$ cat config.mk
export PLATFORM = sky130hd
export DESIGN_NAME = reproductor_registro_flat
export DESIGN_NICKNAME = d
export VERILOG_FILES = /design/src/rtl/reproductor_registro_pkg.sv /design/src/rtl/reproductor_registro_if.sv /design/src/rtl/reproductor_registro_contador_permanencia.sv /design/src/rtl/reproductor_registro.sv /design/src/flat_wrapper.sv
export SDC_FILE = /design/constraint.sdc
export NUM_CORES = 1
export LEC_CHECK = 0
export CORE_MARGIN = 2
export CORE_UTILIZATION = 40
export CTS_BUF_LIST = sky130_fd_sc_hd__clkbuf_8
export DETAILED_ROUTE_END_ITERATION = 7
export MAX_ROUTING_LAYER = met4
export REMOVE_ABC_BUFFERS = 1
export SLEW_MARGIN = 20
export SYNTH_ARGS = -nofsm -noshare
export SYNTH_HDL_FRONTEND = slang
export SYNTH_HIERARCHICAL = 1
export SYNTH_SLANG_ARGS = --single-unit
$ cat constraint.sdc
create_clock -name clk -period 4.21 [get_ports clk]
set_clock_uncertainty 0.1 [all_clocks]
set_input_delay 0.421 -clock clk [delete_from_list [all_inputs] [get_ports clk]]
set_output_delay 0.421 -clock clk [all_outputs]
set_load 0.01 [all_outputs]
$ cat src/rtl/reproductor_registro_pkg.sv
// Shared types and widths for the sample playback sequencer.
package reproductor_pkg;
  localparam int DATA_W = 16;
  localparam int IDX_W  = 5;

  typedef enum logic [2:0] {IDLE, REQ, WAIT, SHOW, FIN} estado_t;
endpackage

$ cat src/rtl/reproductor_registro_if.sv
// Indexed-read link between the playback sequencer and the circular sample register.
interface reproductor_registro_if;
  import reproductor_pkg::*;

  logic [IDX_W-1:0]  REGposicion;
  logic [IDX_W:0]    REGContador;
  logic [DATA_W-1:0] leer_data;
  logic              valor_leer_listo;
  logic              leer_ahora;
  logic [IDX_W-1:0]  leer_index;

  modport master (
    input  REGposicion, REGContador, leer_data, valor_leer_listo,
    output leer_ahora, leer_index
  );

  modport slave (
    output REGposicion, REGContador, leer_data, valor_leer_listo,
    input  leer_ahora, leer_index
  );
endinterface

$ cat src/rtl/reproductor_registro_contador_permanencia.sv
// Loadable down-counter timing how long each sample stays on display.
module contador_permanencia #(
  parameter int unsigned T_MOSTRAR = 50_000_000
) (
  input  logic clk,
  input  logic reset_n,
  input  logic cargar,
  input  logic decrementar,
  output logic cero
);
  localparam int unsigned W = $clog2(T_MOSTRAR + 1);

  logic [W-1:0] cuenta;

  always_ff @(posedge clk or negedge reset_n) begin
    if (!reset_n) begin
      cuenta <= '0;
    end else if (cargar) begin
      cuenta <= W'(T_MOSTRAR - 1);
    end else if (decrementar && (cuenta != '0)) begin
      cuenta <= cuenta - 1'b1;
    end
  end

  assign cero = (cuenta == '0);
endmodule

$ cat src/rtl/reproductor_registro.sv
// Playback sequencer: snapshots the circular register, then shows each sample
// oldest-to-newest for T_MOSTRAR cycles, optionally looping.
module reproductor_registro
  import reproductor_pkg::*;
#(
  parameter int unsigned N         = 32,
  parameter int unsigned T_MOSTRAR = 50_000_000
) (
  input  logic                  clk,
  input  logic                  reset_n,
  input  logic                  iniciar,
  input  logic                  detener,
  input  logic                  repetir,
  reproductor_registro_if.master reg_bus,
  output logic [DATA_W-1:0]     dato_mostrar,
  output logic                  dato_valido,
  output logic [IDX_W-1:0]      indice_actual,
  output logic                  ocupado,
  output logic                  terminado
);
  localparam logic [IDX_W-1:0] ULTIMO = IDX_W'(N - 1);
  localparam logic [IDX_W:0]   PROF   = (IDX_W + 1)'(N);

  estado_t           estado, estado_n;
  logic [IDX_W:0]    cnt, cnt_n;
  logic [IDX_W-1:0]  inicio, inicio_n;
  logic [IDX_W-1:0]  idx, idx_n;
  logic [IDX_W-1:0]  ord, ord_n;
  logic [DATA_W-1:0] dato_n;
  logic              leer_ahora_q;
  logic [IDX_W-1:0]  inicio_snap;
  logic              cargar, decrementar, cero, abortar;

  // Not yet wrapped: oldest sample sits in slot 0; otherwise at the write slot.
  assign inicio_snap = (reg_bus.REGContador < PROF) ? '0 : reg_bus.REGposicion;
  assign abortar     = detener && (estado inside {REQ, WAIT, SHOW});

  contador_permanencia #(.T_MOSTRAR(T_MOSTRAR)) u_permanencia (
    .clk         (clk),
    .reset_n     (reset_n),
    .cargar      (cargar),
    .decrementar (decrementar),
    .cero        (cero)
  );

  always_comb begin
    estado_n    = estado;
    cnt_n       = cnt;
    inicio_n    = inicio;
    idx_n       = idx;
    ord_n       = ord;
    dato_n      = dato_mostrar;
    cargar      = 1'b0;
    decrementar = 1'b0;
    if (abortar) begin
      estado_n = FIN;
    end else begin
      unique case (estado)
        IDLE: begin
          if (iniciar) begin
            cnt_n    = reg_bus.REGContador;
            inicio_n = inicio_snap;
            idx_n    = inicio_snap;
            ord_n    = '0;
            estado_n = (reg_bus.REGContador == '0) ? FIN : REQ;
          end
        end
        REQ: estado_n = WAIT;
        WAIT: begin
          if (reg_bus.valor_leer_listo) begin
            dato_n   = reg_bus.leer_data;
            cargar   = 1'b1;
            estado_n = SHOW;
          end
        end
        SHOW: begin
          decrementar = 1'b1;
          if (cero) begin
            if ({1'b0, ord} == (cnt - 1'b1)) begin
              if (repetir) begin
                cnt_n    = reg_bus.REGContador;
                inicio_n = inicio_snap;
                idx_n    = inicio_snap;
                ord_n    = '0;
                estado_n = (reg_bus.REGContador == '0) ? FIN : REQ;
              end else begin
                estado_n = FIN;
              end
            end else begin
              idx_n    = (idx == ULTIMO) ? '0 : idx + 1'b1;
              ord_n    = ord + 1'b1;
              estado_n = REQ;
            end
          end
        end
        FIN:     estado_n = IDLE;
        default: estado_n = IDLE;
      endcase
    end
  end

  // Status flags are decoded from the next state so they line up with it.
  always_ff @(posedge clk or negedge reset_n) begin
    if (!reset_n) begin
      estado       <= IDLE;
      cnt          <= '0;
      inicio       <= '0;
      idx          <= '0;
      ord          <= '0;
      dato_mostrar <= '0;
      leer_ahora_q <= 1'b0;
      dato_valido  <= 1'b0;
      ocupado      <= 1'b0;
      terminado    <= 1'b0;
    end else begin
      estado       <= estado_n;
      cnt          <= cnt_n;
      inicio       <= inicio_n;
      idx          <= idx_n;
      ord          <= ord_n;
      dato_mostrar <= dato_n;
      leer_ahora_q <= (estado_n == REQ);
      dato_valido  <= (estado_n == SHOW);
      ocupado      <= (estado_n != IDLE);
      terminado    <= (estado_n == FIN);
    end
  end

  assign reg_bus.leer_ahora = leer_ahora_q;
  assign reg_bus.leer_index = idx;
  assign indice_actual      = ord;
endmodule

$ cat src/flat_wrapper.sv
// flat-port wrapper written by rule: the top's interface ports become plain ports
module reproductor_registro_flat import reproductor_pkg::*;
#(
  parameter int unsigned N         = 32,
  parameter int unsigned T_MOSTRAR = 50_000_000
)
  (clk, reset_n, iniciar, detener, repetir, dato_mostrar, dato_valido, indice_actual, ocupado, terminado, reg_bus_REGposicion, reg_bus_REGContador, reg_bus_leer_data, reg_bus_valor_leer_listo, reg_bus_leer_ahora, reg_bus_leer_index);
  reproductor_registro_if reg_bus_i ();
  input  logic clk;
  input  logic reset_n;
  input  logic iniciar;
  input  logic detener;
  input  logic repetir;
  output logic [DATA_W-1:0] dato_mostrar;
  output logic dato_valido;
  output logic [IDX_W-1:0] indice_actual;
  output logic ocupado;
  output logic terminado;
  input wire logic [$bits(reg_bus_i.REGposicion)-1:0] reg_bus_REGposicion;
  input wire logic [$bits(reg_bus_i.REGContador)-1:0] reg_bus_REGContador;
  input wire logic [$bits(reg_bus_i.leer_data)-1:0] reg_bus_leer_data;
  input wire logic [$bits(reg_bus_i.valor_leer_listo)-1:0] reg_bus_valor_leer_listo;
  output wire logic [$bits(reg_bus_i.leer_ahora)-1:0] reg_bus_leer_ahora;
  output wire logic [$bits(reg_bus_i.leer_index)-1:0] reg_bus_leer_index;
  assign reg_bus_i.REGposicion = reg_bus_REGposicion;
  assign reg_bus_i.REGContador = reg_bus_REGContador;
  assign reg_bus_i.leer_data = reg_bus_leer_data;
  assign reg_bus_i.valor_leer_listo = reg_bus_valor_leer_listo;
  assign reg_bus_leer_ahora = reg_bus_i.leer_ahora;
  assign reg_bus_leer_index = reg_bus_i.leer_index;
  reproductor_registro #(.N(N), .T_MOSTRAR(T_MOSTRAR)) u_core (.clk(clk), .reset_n(reset_n), .iniciar(iniciar), .detener(detener), .repetir(repetir), .reg_bus(reg_bus_i), .dato_mostrar(dato_mostrar), .dato_valido(dato_valido), .indice_actual(indice_actual), .ocupado(ocupado), .terminado(terminado));
endmodule
Word-level counts from Yosys, hierarchy flattened
Cells that the tools add are included.
- add/sub/neg operators: 4
- $lt $le $gt $ge: 1
- equality and inequality tests: 13
- muxes and demuxes: 32
- bitwise gates (word level): 1
- reductions and logical operators: 13
- operators with widths (kind ; number):
    26-bit two-way mux ; 2
    5-bit two-way mux ; 10
    26-bit zero test ; 1
    26-bit nonzero test ; 1
    26-bit by 1-bit subtractor with 26-bit output (second input constant) ; 1
    6-bit two-way mux ; 4
    3-bit two-way mux ; 7
    5-bit case mux with 2 select lines ; 2
    3-bit case mux with 4 select lines ; 1
    6-bit case mux with 2 select lines ; 1
    5-bit by 1-bit adder with 5-bit output (second input constant) ; 2
    3-bit by 2-bit equality test with 1-bit output (second input constant) ; 3
    3-bit by 1-bit equality test with 1-bit output (second input constant) ; 2
    5-bit by 6-bit equality test with 1-bit output ; 1
    6-bit zero test ; 1
    6-bit < comparator (second input constant) ; 1
    2-bit inequality test (second input constant) ; 3
    6-bit AND reduction ; 1
    3-bit nonzero test ; 2
    6-bit by 1-bit subtractor with 6-bit output (second input constant) ; 1
    5-bit equality test (second input constant) ; 1
    1-bit two-way mux ; 5
    5-bit AND reduction ; 1
    2-bit nonzero test ; 2
    7 further kinds ; 8
- bits in registers: 65
- input port bits: 33
- output and inout port bits: 30
- logic and storage cells: 74

Depth between registers and ports, before layout
Gate-level depths: netlist (run 1).
- word-level depth: 8
- gate-level depth with buffers: 12
- gate-level depth less buffers: 11

Hierarchy
Netlist (run 1), hierarchy kept.
- by module, submodules not included (module ; times used ; cells each ; area each (um2) ; sequential area each (um2)):
    reproductor_registro ; 1 ; 178 ; 2030.7 ; 975.9
    contador_permanencia ; 1 ; 148 ; 1480.2 ; 650.6

Least setup slack after synthesis (run 1)
OpenSTA, ideal clock, no wires.
- path type: register to register
- from: register u_core.u_permanencia.cuenta[0]
- to: register u_core.cnt[0]
- setup time: 0.125 ns
- arrival: 2.689 ns
- required time: 3.985 ns
- path slack: 1.296 ns
- stages on the path, launching flop included: 12
- buffers on the path: 1
- period minus slack after synthesis: 2.914 ns
- cell sequence: dfrtp_1 > inv_1 > ha_1 > or4b_1 > nor2_1 > and4_1 > nand4b_1 > a21oi_4 > nand2_1 > o31a_1 > buf_4 > mux2_4
- longest elaborated chain between the ends: 3
- RTL lines (item ; line ; text):
    from (decl) ; reproductor_registro_contador_permanencia.sv:13 ; logic [W-1:0] cuenta;
    from (signal assigned) ; reproductor_registro_contador_permanencia.sv:19 ; cuenta <= W'(T_MOSTRAR - 1);
    from (signal assigned) ; reproductor_registro_contador_permanencia.sv:21 ; cuenta <= cuenta - 1'b1;
    26-bit zero test ; reproductor_registro_contador_permanencia.sv:25 ; assign cero = (cuenta == '0);
    via u_core.cero ; reproductor_registro.sv:32 ; logic cargar, decrementar, cero, abortar;
    2-bit by 1-bit inequality test with 1-bit output (no line) ; - ;
    6-bit AND reduction (no line) ; - ;
    to (signal assigned) ; reproductor_registro.sv:117 ; cnt <= cnt_n;
    to (decl) ; reproductor_registro.sv:25 ; logic [IDX_W:0] cnt, cnt_n;
The timed path passes the listed nets, and every way through them passes these cells.
A chain may end at the register's enable or synchronous reset.

Worst setup path in the final report (run 1)
- from: register u_core.u_permanencia.cuenta[0]
- to: register u_core.cnt[2]
The elaborated chain is that of the path after synthesis.

==> parameters.txt, run 1 <==
Parameter                              Value

Finish
  Layout cells sized above 1 ... 16.75%
  Most frequent cells in the layout ... 65 x sky130_fd_sc_hd__dfrtp_1, 61 x sky130_fd_sc_hd__clkdlybuf4s50_1, 19 x sky130_fd_sc_hd__nor2_1, 19 x sky130_fd_sc_hd__or3_1
  Final antenna diode count ... 0
  Leading cell type in the layout, fill and taps excluded ... sky130_fd_sc_hd__dfrtp_1
  # nets final ... 428
  Fill cells ... 819
  Number of standard cells in the layout, taps in and fillers out ... between 500 and 600
  Synthesis-to-finish area growth ... 25.16%
  Footprint of the flip-flops and latches ... 1627 µm²
  Multi-input gate area ... 1773 µm²

Logic synthesis
  Biggest area consumer among synthesized cells ... sky130_fd_sc_hd__dfrtp_1
  Main flop type after synthesis ... sky130_fd_sc_hd__dfrtp_1
  Number of synthesized flops with an enable pin ... 0
  Count of state elements after synthesis ... 65
  Post-Syn Area ... 3511 µm²
  Cell variety after synth ... 64
  Mapped Cells ... 326
  Fraction of synthesis flops using an asynchronous set or reset pin ... 100.0%
  Number of warnings printed during yosys synthesis ... 6
  Portion of the post-synthesis area used by sequential elements ... 46.33%
  Leading cell types by total area after synthesis ... sky130_fd_sc_hd__dfrtp_1 46%, sky130_fd_sc_hd__mux2_2 5.8%, sky130_fd_sc_hd__or3_1 3.4%
  Synthesized area per cell ... roughly 11 µm²
  Portion of synthesized cell area occupied by the leading cell type ... 46.33%

Global routing
  Global-route wire length before repair ... 12.99 mm
  Congestion Overflow GR ... 0
  Combined global-route utilization of all metal layers ... 17.42%
  Initial antenna violation count ... 0
  Maximum number of pins on one net before global-route repair ... 42
  Number of global-route vias before repair ... 2631

Detailed routing
  Wire length after detailed routing ... 7.598 mm
  Remaining number of nets flagged by the antenna check after routing ... 0
  Number of vias after detailed routing ... 2725
  Iteration-0 DRC count of the detailed router ... just under 90
  Residual DRC count ... 0
  Average detailed-routed wire length per instance ... 15.14 µm
  Drt pass-1 iters ... 4
  Vias per Instance ... 5.428

Setup path
  Arr. time, crit path ... 3.39 ns
  Critical path's largest stage delay ... 0.53 ns
  Critical path cell sequence ... inv_1 > ha_1 > or4b_1 > nor2_1 > and4_1 > nand4b_1 > a21oi_4 > nand2_1 > o31a_1 > mux2_4
  Source of the worst register-to-register timing path ... u_core/u_permanencia/cuenta[0]$_DFFE_PN0P_
  Critical R2R Capture ... u_core/cnt[2]$_DFFE_PN0P_
  Cell family with the largest share of critical-path delay ... simple AND/OR/NAND/NOR gates
  Category of the critical setup timing path ... reg2reg
  CP Data Required Time ... 4.33 ns
  FF-to-FF setup slack ... 0.94 ns
  Setup crit start kind ... flip-flop
  CP max stage cell ... sky130_fd_sc_hd__or4b_1
  Buffers plus inverters on the worst setup path ... 1
  Maximum fanout along the worst path ... 10
  Endpoint kind of the worst setup timing path ... flip-flop
  Worst reg-to-reg path cell count ... 10

Clocking
  Clock latency on the worst-skew pair ... 0.33 ns
  Count of buffers added by post-CTS timing repair for setup ... 0
  Clock root buffer ... sky130_fd_sc_hd__clkbuf_8
  Number of H-tree levels ... 3
  TritonCTS clock tree ... built
  Hold buffer count at CTS ... 0
  TritonCTS Buffers ... 9
  Sink Count ... 65
  Worst-path clk slew ... 0.07 ns
  Count of instances resized after the clock tree is built ... 0
  Buffer depth of the longest clock path ... 2

Timing
  Relative slew slack ... 34.31%
  Minimum clock period ... 3.273 ns
  Final setup fails ... 0
  Actual transition at the worst max-transition pin ... 0.9747 ns
  Final-layout setup total negative slack ... 0 ns
  Achievable clock frequency ... 0.3055 GHz
  Share of the clock period used by the worst path after layout ... 77.74%
  Unrepaired setup endpoints after global routing ... false
  Count of pins over their slew limit ... 0
  Hold violation count in the final report ... 0

Power
  Relative contribution of combinational cells to total power ... 38.5%
  Worst voltage drop across the vdd grid ... around 0.00027 V
  Portion of total power attributed to the clock network ... 19.4%
  Lkg Pwr ... 0.001771 µW
  PwrDens ... 575.6 nW/µm²
  Fraction of power consumed by sequential logic ... 42.1%
  Total net switching power ... just under 900 µW
  Switching part of the total power ... 34.49%
  Internal Pwr Total ... ~1700 µW

Floorplanning
  Die span in y ... 97.69 µm
  Placeable core region ... 8636 µm²
  Initial standard-cell utilization of the core ... 40.65%
  Die area ... 9542 µm²
  Num rows ... 34
  Die span in x ... 97.69 µm
  Count of boundary I/O pins ... 63

Placed design
  Port buffer count ... 62
  HPWL after detailed placement ... 5.386 mm
  Number of cells after detailed placement ... 487
  Routability congestion estimate ... 0.8186

Hold path
  Classification of the worst-slack hold path ... in2async

Flow run
  Total of max-cap violations ... 0

Outcome
  Run status ... finished, final reports clean
==> kinds of logic (layout without fill, tap and decap cells) <==
kind of cell	count (synthesis)	after routing	share of synthesized area, %
compound gates	54	54	12.05
fa+ha+maj	5	5	1.782
simple gates	136	136	23.38
xor+xnor	12	12	2.994
mux	30	30	10.05
flops	65	65	46.33
buf+inv	24	92	3.421
==> worst max-delay path by stage <==
| stage | cells past startpoint | end | slack, ns | from |
|---|---|---|---|---|
| after floorplan | 4 | u_core/u_permanencia/cuenta[1]$_DFFE_PN0P_ | 0.98 | u_core/estado[2]$_DFF_PN0_ |
| after global placement | 10 | u_core/cnt[0]$_DFFE_PN0P_ | 1.06 | u_core/u_permanencia/cuenta[0]$_DFFE_PN0P_ |
| after detailed placement | 10 | u_core/cnt[2]$_DFFE_PN0P_ | 0.97 | u_core/u_permanencia/cuenta[0]$_DFFE_PN0P_ |
| after CTS | 10 | u_core/cnt[2]$_DFFE_PN0P_ | 0.95 | u_core/u_permanencia/cuenta[0]$_DFFE_PN0P_ |
| after global routing | 10 | u_core/cnt[1]$_DFFE_PN0P_ | 0.75 | u_core/u_permanencia/cuenta[0]$_DFFE_PN0P_ |
| final | 10 | u_core/cnt[2]$_DFFE_PN0P_ | 0.94 | u_core/u_permanencia/cuenta[0]$_DFFE_PN0P_ |
==> registers in the layout, summed over array words and instances (netlist names) <==
signal / cells
u_core/u_permanencia/cuenta: 26
u_core/dato_mostrar: 16
u_core/cnt: 6
u_core/indice_actual: 5
u_core/reg_bus.leer_index: 5
u_core/estado: 3
u_core/dato_valido: 1
u_core/ocupado: 1
u_core/reg_bus.leer_ahora: 1
u_core/terminado: 1
==> cell usage after synthesis (3+ instances only) <==
cell,n
sky130_fd_sc_hd__inv_1,13
sky130_fd_sc_hd__or2_2,6
sky130_fd_sc_hd__nand3_1,16
sky130_fd_sc_hd__buf_2,3
sky130_fd_sc_hd__or4_1,13
sky130_fd_sc_hd__mux2_4,6
sky130_fd_sc_hd__nor2_1,19
sky130_fd_sc_hd__o21ai_0,12
sky130_fd_sc_hd__buf_6,3
sky130_fd_sc_hd__nor2b_1,5
sky130_fd_sc_hd__nor4_1,4
sky130_fd_sc_hd__mux2i_1,6
sky130_fd_sc_hd__xor2_1,3
sky130_fd_sc_hd__a31oi_1,4
sky130_fd_sc_hd__nand2_1,18
sky130_fd_sc_hd__dfrtp_1,65
sky130_fd_sc_hd__or3_1,19
sky130_fd_sc_hd__mux2_2,18
sky130_fd_sc_hd__o31ai_1,10
sky130_fd_sc_hd__nand2b_1,5
sky130_fd_sc_hd__xnor2_1,9
sky130_fd_sc_hd__ha_1,5
sky130_fd_sc_hd__clkbuf_1,4
sky130_fd_sc_hd__a21oi_1,8
sky130_fd_sc_hd__nor3_1,8
==> layout make-up <==
type	instances	area share, %
Inverter	13	1.110
Tap cell	108	3.075
Multi-Input combinational cell	237	40.35
Clock buffer	12	3.759
Clock inverter	3	0.3417
Sequential cell	65	37.02
Timing Repair Buffer	64	14.35
==> metal layers <==
metal / vias up / track usage (%) / part of all wire, %
li1: 1341 / - / -
met1: 1319 / 24.59 / 51
met2: 58 / 24.56 / 43
met3: 7 / 4.820 / 4.4
met4: 0 / 5.128 / 1.1
met5: - / - / 0
==> through the flow <==
step / worst slack [ns] / util [%] / area, µm² / hold WS [ns] / power, µW
floorplan: 0.9849 / - / 3440 / 0.02541 / 1639
global placement: 1.062 / 48.80 / 4214 / 0.3892 / 2028
detailed placement: 0.9692 / 48.80 / 4214 / 0.3962 / 2055
CTS: 0.9527 / 50.88 / 4394 / 0.1468 / 2563
global route: 0.7463 / 50.88 / 4394 / 0.1819 / 2723
finish: 0.9371 / 50.88 / 4394 / 0.1158 / 2529
==> power by group through the flow <==
stage / clock, µW / combinational (µW) / sequential [µW]
6_report: 490 / 973 / 1070
5_1_grt: 544 / 1070 / 1110
4_1_cts: 511 / 984 / 1070
3_5_place_dp: 0 / 980 / 1080
3_3_place_gp: 0 / 961 / 1070
2_1_floorplan: 0 / 560 / 1080
Power figures use the tool's default switching activity.
==> inputs of run 2 (changes only) <==
==> constraint.sdc (replaced) <==
create_clock -name clk -period 3.39 [get_ports clk]
set_clock_uncertainty 0.1 [all_clocks]
set_input_delay 0.339 -clock clk [delete_from_list [all_inputs] [get_ports clk]]
set_output_delay 0.339 -clock clk [all_outputs]
set_load 0.01 [all_outputs]
==> parameters.txt, run 2 (synthesis results as in run 1) <==
Parameter                              Value

Outcome
  Run status ... finished, final reports clean

Setup path
  Maximum fanout along the worst path ... 10 (unchanged)
  Setup crit start kind ... flip-flop
  Category of the critical setup timing path ... reg2reg
  Endpoint kind of the worst setup timing path ... flip-flop
  CP Data Required Time ... 3.50 ns (-0.83 ns)
  Arr. time, crit path ... 3.29 ns (-0.10 ns)

Detailed routing
  Iteration-0 DRC count of the detailed router ... 110 (+25%)
  Average detailed-routed wire length per instance ... 15.31 µm (+1.2%)
  Drt pass-1 iters ... 4 (unchanged)
  Residual DRC count ... 0 (unchanged)
  Number of vias after detailed routing ... 2748 (+0.84%)
  Remaining number of nets flagged by the antenna check after routing ... 0 (unchanged)
  Wire length after detailed routing ... 7.717 mm (+1.6%)
  Vias per Instance ... 5.452 (+0.44%)

Finish
  Layout cells sized above 1 ... 17.68% (+0.93 points)
  Fill cells ... 799 (-2.4%)
  Final antenna diode count ... 0 (unchanged)
  Number of standard cells in the layout, taps in and fillers out ... 504 (+0.40%)
  Area of all placed cells without fillers ... 4454 µm² (+1.4%)
  Largest registers ranked by flip-flop count ... u_core/u_permanencia/cuenta: 26 flops, u_core/dato_mostrar: 16 flops, u_core/cnt: 6 flops
  # nets final ... 431 (+0.70%)
  Most frequent cells in the layout ... 65 x sky130_fd_sc_hd__dfrtp_1, 61 x sky130_fd_sc_hd__clkdlybuf4s50_1, 19 x sky130_fd_sc_hd__or3_1
  Number of flip-flops under the largest register name ... 26 (unchanged)
  Register name with the most flops ... u_core/u_permanencia/cuenta
  Synthesis-to-finish area growth ... 26.87%
  Leading cell type in the layout, fill and taps excluded ... sky130_fd_sc_hd__dfrtp_1

Clocking
  TritonCTS clock tree ... built
  Buffer depth of the longest clock path ... 2 (unchanged)
  TritonCTS Buffers ... 9 (unchanged)
  Clock root buffer ... sky130_fd_sc_hd__clkbuf_8
  Hold buffer count at CTS ... 0 (unchanged)
  Number of H-tree levels ... 3 (unchanged)
  Clock latency on the worst-skew pair ... 0.33 ns (about the same)
  Count of buffers added by post-CTS timing repair for setup ... 0 (unchanged)
  Sink Count ... 65 (unchanged)
  Count of instances resized after the clock tree is built ... 0 (unchanged)
  Worst-path clk slew ... 0.07 ns (about the same)

Floorplanning
  Placeable core region ... 8636 µm² (unchanged)
  Num rows ... 34 (unchanged)
  Die area ... 9542 µm² (unchanged)
  Die span in y ... 97.69 µm (unchanged)
  Count of boundary I/O pins ... 63 (unchanged)
  Die span in x ... 97.69 µm (unchanged)
  Initial standard-cell utilization of the core ... 40.65% (unchanged)

Timing
  Achievable clock frequency ... 0.3151 GHz (+3.1%)
  Share of the clock period used by the worst path after layout ... 93.61% (+16 points)
  Unrepaired setup endpoints after global routing ... false
  Hold violation count in the final report ... 0 (unchanged)
  Relative slew slack ... 44.05% (+9.7 points)
  Actual transition at the worst max-transition pin ... 0.8392 ns (-0.1354 ns)
  Minimum clock period ... 3.173 ns (-0.09948 ns)
  Final-layout setup total negative slack ... 0 ns (unchanged)
  Count of pins over their slew limit ... 0 (unchanged)
  Final setup fails ... 0 (unchanged)
  Worst Setup Slack, final ... 0.2166 ns (-0.7205 ns)

Power
  Overall power consumption ... 3238 µW (+28%)
  PwrDens ... 726.9 nW/µm² (+26%)
  Lkg Pwr ... 0.001795 µW (+1.3%)
  Worst voltage drop across the vdd grid ... 0.0003313 V (+24%)

Placed design
  Post-placement worst setup slack ... 0.1649 ns (-0.8043 ns)
  Routability congestion estimate ... 0.7840 (-4.2%)
  Number of cells after detailed placement ... 490 (+0.62%)
  HPWL after detailed placement ... 5.389 mm (about the same)
  Post-DP Area ... 4237 µm² (+0.53%)
  Port buffer count ... 62 (unchanged)

Global routing
  Congestion Overflow GR ... 0 (unchanged)
  Maximum number of pins on one net before global-route repair ... 66 (+57%)
  Global-route wire length before repair ... 13.42 mm (+3.4%)
  Initial antenna violation count ... 0 (unchanged)
  Combined global-route utilization of all metal layers ... 17.63% (+0.21 points)
  Number of global-route vias before repair ... 2785 (+5.9%)

Flow run
  Total of max-cap violations ... 0 (unchanged)

Hold path
  Classification of the worst-slack hold path ... in2async
run 2: cell types whose count changed in the layout (fill, tap and decap cells not counted), sizes merged:
cell and delta:
clkinv -3, bufinv +1, buf +3, clkinvlp +1
run 2: layout make-up:
class	instances	area, µm²	share of cell area [%]
clock buffers	12	165.2	3.708
clock inverters	2	37.54	0.8427
inverters	13	48.80	1.096
multi-input cells	237	1788	40.14
flip-flops and latches	65	1627	36.52
well taps	108	135.1	3.034
repair buffers	67	653.1	14.66
run 2: path summary, 6_finish.rpt:
check | startpoint | endpoint | slack, ns | cells past startpoint
max reg2reg | u_core/u_permanencia/cuenta[0]$_DFFE_PN0P_ | u_core/cnt[1]$_DFFE_PN0P_ | 0.22 | 10
min reg2reg | u_core/dato_mostrar[2]$_DFFE_PN0P_ | u_core/dato_mostrar[2]$_DFFE_PN0P_ | 0.41 | 1
max in group asynchronous | reset_n | u_core/u_permanencia/cuenta[8]$_DFFE_PN0P_ | 2.54 | 2
min in group clk | u_core/dato_mostrar[2]$_DFFE_PN0P_ | u_core/dato_mostrar[2]$_DFFE_PN0P_ | 0.41 | 1
max | u_core/u_permanencia/cuenta[0]$_DFFE_PN0P_ | u_core/cnt[1]$_DFFE_PN0P_ | 0.22 | 10
min | reset_n | u_core/dato_mostrar[2]$_DFFE_PN0P_ | 0.10 | 2
run 2: per-stage QoR:
step | utilization, % | hold WS [ns]
floorplan | - | -0.05659
global placement | 49.06 | 0.3893
detailed placement | 49.06 | 0.3963
CTS | 51.41 | 0.1265
global route | 51.58 | 0.1843
finish | 51.58 | 0.1011
run 2: power breakdown:
group / total [µW] / internal [µW] / switching, µW
sequential: 1330 / 1060 / 270
clock: 686 / 392 / 294
combinational: 1220 / 687 / 536
run 2: critical path: stages (launching register included):
cell and delay, ns:
sky130_fd_sc_hd__dfrtp_1 0.40, sky130_fd_sc_hd__inv_1 0.09, sky130_fd_sc_hd__ha_1 0.16, sky130_fd_sc_hd__or4b_1 0.53, sky130_fd_sc_hd__nor2_2 0.21, sky130_fd_sc_hd__and4_1 0.30, sky130_fd_sc_hd__nand4b_1 0.20, sky130_fd_sc_hd__a21oi_4 0.25
sky130_fd_sc_hd__nand2_1 0.08, sky130_fd_sc_hd__o31a_2 0.41, sky130_fd_sc_hd__mux2_4 0.33
run 2: metal layers:
| metal | global-route usage [%] | up-vias | part of all wire [%] |
|---|---|---|---|
| met5 | - | - | 0 |
| met4 | 5.769 | 0 | 1.1 |
| met3 | 3.525 | 6 | 4.1 |
| met2 | 26.15 | 57 | 44 |
| met1 | 24.37 | 1340 | 51 |
| li1 | - | 1345 | - |
==> inputs of run 3 (changes only) <==
--- a/config.mk
+++ b/config.mk
@@ -5,6 +5,7 @@
 export SDC_FILE = /design/constraint.sdc
 export NUM_CORES = 1
 export LEC_CHECK = 0
+export ABC_CLOCK_PERIOD_IN_PS = 3390
 export CORE_MARGIN = 2
 export CORE_UTILIZATION = 40
 export CTS_BUF_LIST = sky130_fd_sc_hd__clkbuf_8
==> results of run 3 <==
Final layout, timing and power as in run 2 (identical DEF).
